<file path="src/rtl/ewrapper_io_rx_deser.sv">
// 9-lane DDR receive deserializer: four CLK_IN cycles of even/odd lane bits form one registered 72-bit word.
// Define EWRAPPER_RX_FRAME_ALIGN_EN to align the word phase to rising edges on frame lane 8 (HUNT/LOCKED).
module ewrapper_io_rx_deser (
  input  logic        CLK_IN,
  input  logic        RESET_N,
  input  logic [8:0]  RX_EVEN,
  input  logic [8:0]  RX_ODD,
  output logic [71:0] DATA_OUT_TO_DEVICE,
  output logic        DATA_VALID,
  output logic        RX_LOCKED,
  output logic        ALIGN_ERR
);

  logic [1:0]      phase_q, phase_d;
  logic [1:0]      slot_sel;
  logic            slot_wr;
  logic            load_word;
  logic [2:0][8:0] even_slot_q;
  logic [2:0][8:0] odd_slot_q;
  logic [71:0]     data_q;
  logic [71:0]     word_asm;
  logic            valid_q;
  logic            locked_q, locked_d;
  logic            err_q, err_d;

  // Slots 0..2 come from storage; the phase-3 pair is taken straight from the inputs.
  always_comb begin
    word_asm = '0;
    for (int k = 0; k < 9; k++) begin
      word_asm[8*k+7] = even_slot_q[0][k];
      word_asm[8*k+6] = odd_slot_q[0][k];
      word_asm[8*k+5] = even_slot_q[1][k];
      word_asm[8*k+4] = odd_slot_q[1][k];
      word_asm[8*k+3] = even_slot_q[2][k];
      word_asm[8*k+2] = odd_slot_q[2][k];
      word_asm[8*k+1] = RX_EVEN[k];
      word_asm[8*k+0] = RX_ODD[k];
    end
  end

`ifdef EWRAPPER_RX_FRAME_ALIGN_EN
  typedef enum logic {HUNT, LOCKED} state_t;

  state_t state_q, state_d;
  logic   prev_frame_q;
  logic   frame_edge;

  assign frame_edge = ~prev_frame_q & RX_EVEN[8];

  always_comb begin
    state_d   = state_q;
    phase_d   = phase_q;
    slot_sel  = phase_q;
    slot_wr   = 1'b0;
    load_word = 1'b0;
    err_d     = 1'b0;
    locked_d  = 1'b0;
    case (state_q)
      HUNT: begin
        phase_d = 2'd0;
        if (frame_edge) begin
          state_d  = LOCKED;
          slot_sel = 2'd0;
          slot_wr  = 1'b1;
          phase_d  = 2'd1;
        end
      end
      LOCKED: begin
        slot_wr = 1'b1;
        // A misplaced frame edge wins even at phase 3: the partial word is dropped and we restart at slot 0.
        if (frame_edge && (phase_q != 2'd0)) begin
          err_d    = 1'b1;
          slot_sel = 2'd0;
          phase_d  = 2'd1;
        end else begin
          phase_d   = phase_q + 2'd1;
          load_word = (phase_q == 2'd3);
        end
      end
    endcase
    locked_d = (state_d == LOCKED);
  end

  always_ff @(posedge CLK_IN or negedge RESET_N) begin
    if (!RESET_N) begin
      state_q      <= HUNT;
      prev_frame_q <= 1'b0;
    end else begin
      state_q      <= state_d;
      prev_frame_q <= RX_ODD[8];
    end
  end
`else
  always_comb begin
    slot_sel  = phase_q;
    slot_wr   = 1'b1;
    phase_d   = phase_q + 2'd1;
    load_word = (phase_q == 2'd3);
    err_d     = 1'b0;
    locked_d  = 1'b1;
  end
`endif

  always_ff @(posedge CLK_IN or negedge RESET_N) begin
    if (!RESET_N) begin
      phase_q     <= 2'd0;
      even_slot_q <= '0;
      odd_slot_q  <= '0;
      data_q      <= '0;
      valid_q     <= 1'b0;
      locked_q    <= 1'b0;
      err_q       <= 1'b0;
    end else begin
      phase_q <= phase_d;
      if (slot_wr && (slot_sel != 2'd3)) begin
        even_slot_q[slot_sel] <= RX_EVEN;
        odd_slot_q[slot_sel]  <= RX_ODD;
      end
      if (load_word) begin
        data_q <= word_asm;
      end
      valid_q  <= load_word;
      locked_q <= locked_d;
      err_q    <= err_d;
    end
  end

  assign DATA_OUT_TO_DEVICE = data_q;
  assign DATA_VALID         = valid_q;
  assign RX_LOCKED          = locked_q;
  assign ALIGN_ERR          = err_q;

endmodule

</file>
<file path="config.mk">
export PLATFORM = sky130hd
export DESIGN_NAME = ewrapper_io_rx_deser
export DESIGN_NICKNAME = d
export VERILOG_FILES = /design/src/rtl/ewrapper_io_rx_deser.sv
export SDC_FILE = /design/constraint.sdc
export NUM_CORES = 1
export LEC_CHECK = 0
export CELL_PAD_IN_SITES_DETAIL_PLACEMENT = 1
export CELL_PAD_IN_SITES_GLOBAL_PLACEMENT = 2
export CORE_MARGIN = 1.5
export CORE_UTILIZATION = 40
export DETAILED_ROUTE_END_ITERATION = 8
export PLACE_DENSITY_LB_ADDON = 0.12
export SLEW_MARGIN = 20
export SYNTH_ARGS = -nofsm -noshare
export SYNTH_HDL_FRONTEND = slang
export SYNTH_SLANG_ARGS = --single-unit
export TNS_END_PERCENT = 5
</file>
<file path="constraint.sdc">
create_clock -name CLK_IN -period 3.73 [get_ports CLK_IN]
set_input_delay 1.119 -clock CLK_IN [delete_from_list [all_inputs] [get_ports CLK_IN]]
set_output_delay 1.119 -clock CLK_IN [all_outputs]
set_load 0.02 [all_outputs]
</file>
======== Yosys cells after proc, flatten, opt, wreduce, memory -nomap -nowiden ========
Cells that the tools add are included.
storage, ports and cells
  word-level logic and storage cells ...... 20
  flip-flop bits (word level) ............. 130
  output and inout bits ................... 75
  bits in latches ......................... 0
  memories ................................ 0
  bits in read-only memories .............. 0
  RAM bits ................................ 0
operators by class
  multiply operators ...................... 0
  shift-type cells ........................ 0
  order comparisons ....................... 2
  $add $sub $neg .......................... 1
  reduce and logical (&&, ||, !) cells .... 1
  mux-type cells .......................... 4
  bitwise operators ....................... 0
  eq/ne operators ......................... 2
  divide/modulo/power cells ............... 0
operator list
  cell                                                                   number
  27-bit bitwise mux                                                     2
  9-bit demux with 2-bit select                                          1
  9-bit two-way mux                                                      1
  2-bit by 3-bit < comparator with 1-bit output, second input constant   1
  2-bit by 1-bit adder with 2-bit output, second input constant          1
  2-bit == test, second input constant                                   1
  2-bit by 1-bit >= comparator with 1-bit output, second input constant  1
  2-bit inequality test, second input constant                           1
  1-bit logical AND                                                      1

======== Depth between registers and ports, before layout ========
  depth in word-level cells ............... 5
  depth in mapped cells ................... 5
  gate-level depth less buffers ........... 3

======== Worst setup path before layout ========
No wires, ideal clock.
  path kind ............................... register -> output
  from .................................... reg data_q[0], in the netlist DATA_OUT_TO_DEVICE[0]
  to ...................................... out DATA_OUT_TO_DEVICE[0]
  setup slack ............................. 2186 ps
  data arrival time ....................... 425 ps
  cell stages (with the launch flop) ...... 1
  data required time ...................... 2611 ps
  cell sequence ........................... dfrtp_1
RTL lines
  what                    line  text
  start, declared         20    logic [71:0] data_q;
  start signal, assigned  120   data_q <= word_asm;
  end, declared           8     output logic [71:0] DATA_OUT_TO_DEVICE,
No word-level cell between the ends.

======== Worst setup path in the final report ========
  from .................................... reg data_q[19], in the netlist DATA_OUT_TO_DEVICE[19]
  to ...................................... out DATA_OUT_TO_DEVICE[19]
No word-level cell between the ends.

==> results.yml <==
finish:
  fill_cells: 1227
  most-common-layout-cells: "130 x dfrtp_1, 92 x clkdlybuf4s50_1, 78 x mux2_4"
  antenna_cells: 0
  fin_nets: 408
  drive_gt1_frac: 0.409
  final_common_cell: "dfrtp_1"
  areaGrowthSynthToFinish_pct: 30.1
die:
  core_region_area_sq_um: 12700
  ios: 95
  die_y_um: 118
  start_util: 0.414
  rows: 41
  dieArea_sq_um: 13900
  die_w_um: 118
route:
  final_antenna_net_count: 0
  wl_per_cell_um: 18.1
  drt-pass1-iter-count: 4
  dr.first_iter.drc_count: 109
  via_per_inst: 4.70
  drt-total-wl_um: 10300
  drc_errors: 0
  dr_total_vias: 2668
critical_path:
  cp-start-kind: "flop"
  worstReg2RegEnd: "DATA_OUT_TO_DEVICE[60]$_DFFE_PN0N_"
  criticalPathCategory: "reg -> out"
  required_ns: 2.61
  slowest_stage: "clkdlybuf4s50_1"
  slowest_delay_ns: 0.62
  worstPathArrival_ns: 1.41
  reg2reg_depth: 3
  path_buf_inv: 1
  path_cells: "clkdlybuf4s50_1"
  cp_max_fo: 2
  crit_family: "buffers and inverters"
  rrSetupSlack_ns: 1.74
  worst_setup_path_end_kind: "output port"
  r2r-start: "phase_q[0]$_DFF_PN0_"
sta:
  fmax_mhz: 396
  rsz0062_at_grt: "no"
  tns_ns: 0
  max_slew_margin: 0.519
  timing.hold.ws_ns: 0.501
  worst_slack_ns: 1.20
  finalCritPeriodShare: 0.678
  finalSetupViolCount: 0
  worst_pin_slew_ns: 0.721
  finClkSkew_ns: 0.00631
  hold_viol: 0
  maxSlewViolCount: 0
  min_period_ns: 2.53
synth:
  synth_cells: 280
  syn_nets: 305
  synth.area.top_cells: "dfrtp_1 62%, mux2_4 22%, mux2_2 10%"
  syn_area_sq_um: 5270
  ys_ff_latch: 130
  synth_top_area_cell: "dfrtp_1"
  seq_area_frac_synth: 0.617
  synth_area_per_cell_sq_um: 18.8
  yosysUniqueCellTypes: 10
  synth_top_area_frac: 0.617
  ys_warn_count: 0
power:
  p_per_area_nw_per_um2: 501
  vdd_drop_max_v: 0.000352
  p_leak_uw: 0.00298
clocking:
  cts-buffers-inserted: 17
  clk_pin_slew_ns: 0.06
  cts_setup_buffers: 0
  cts_tree: "yes"
  clock_sinks: 130
  cts_buffer_depth: 2
  htree_levels: 4
  cts_resized: 0
  clk_latency_ns: 0.41
  cts-hold-fix-buffers: 0
  cts_root_buf: "clkbuf_16"
place:
  finalWeightedCongestion: 0.682
  dp.final_hpwl_um: 6410
  place_ws_ns: 1.62
  portBuffers: 93
hold_path:
  hold_end: "DATA_OUT_TO_DEVICE[3]$_DFFE_PN0N_"
  hp-start: "even_slot_q[18]$_DFFE_PN0P_"
  holdPathStages: 1
  hp-class: "reg -> reg"
global_routing:
  antenna_found_initial: 0
  grt_pass1_wl_um: 17000
  grt_pass1_vias: 3101
  grtUsageTotal: 0.160
  grt_overflow: 0
  grt_max_degree: 66
flow_run:
  cap_violations: 0
status:
  status: "finished clean"
how the worst max path moves through the flow:
stage	start	end	slack (ns)	cells past startpoint
finish	DATA_OUT_TO_DEVICE[19]$_DFFE_PN0N_	DATA_OUT_TO_DEVICE[19]	1.20	1
detailed placement	DATA_OUT_TO_DEVICE[58]$_DFFE_PN0N_	DATA_OUT_TO_DEVICE[58]	1.62	1
global placement	DATA_OUT_TO_DEVICE[12]$_DFFE_PN0N_	DATA_OUT_TO_DEVICE[12]	1.63	1
floorplan	DATA_OUT_TO_DEVICE[0]$_DFFE_PN0N_	DATA_OUT_TO_DEVICE[0]	2.19	0
CTS	DATA_OUT_TO_DEVICE[58]$_DFFE_PN0N_	DATA_OUT_TO_DEVICE[58]	1.17	1
global route	DATA_OUT_TO_DEVICE[68]$_DFFE_PN0N_	DATA_OUT_TO_DEVICE[68]	1.15	1
cells in the mapped netlist, drive strengths merged:
cell type	count
buf	15
conb	2
dfrtp	130
ha	5
inv	2
mux2	126
routing by layer:
metal,up-vias,track usage,part of all wire
met5,-,0,0
met4,0,0.0572,0.010
met3,11,0.0635,0.055
met2,67,0.252,0.48
met1,1416,0.201,0.46
li1,1174,-,-
cells by family (layout without fill, tap and decap cells):
kind of cell,count (synthesis),after routing,synth area share
other,2,2,0.00142
multiplexers,126,126,0.325
buffers and inverters,17,133,0.0451
flip-flops,130,130,0.617
adder cells (fa/ha/maj),5,5,0.0119
metrics by stage:
stage               area (sq um)   util  cells  total power, uW
finish                      6860  0.539    568             3430
global route                6860  0.539    568             3560
CTS                         6860  0.539    568             3490
detailed placement          6270  0.493    536             1840
global placement            6270  0.493    536             1830
floorplan                   5270      -    280             1670
power breakdown:
group | leakage, uW | internal, uW | switching (uW)
sequential | 0.00152 | 1480 | 40.2
clock | 0.000294 | 1060 | 568
combinational | 0.00117 | 161 | 126
cell type report:
| cell class | instances | area, sq um | share of cell area |
|---|---|---|---|
| clock inverter | 3 | 40.0 | 0.00584 |
| sequential | 130 | 3250 | 0.474 |
| clock buffer | 29 | 551 | 0.0803 |
| timing repair buffer | 99 | 998 | 0.146 |
| multi-input combinational | 133 | 1790 | 0.262 |
| tap | 172 | 215 | 0.0314 |
| inverter | 2 | 7.51 | 0.00109 |
flip-flops by register name (all words and copies together) (netlist names):
name                flops
odd_slot_q             27
DATA_VALID              1
RX_LOCKED               1
even_slot_q            27
DATA_OUT_TO_DEVICE     72
phase_q                 2
(Power assumes the default switching activity.)
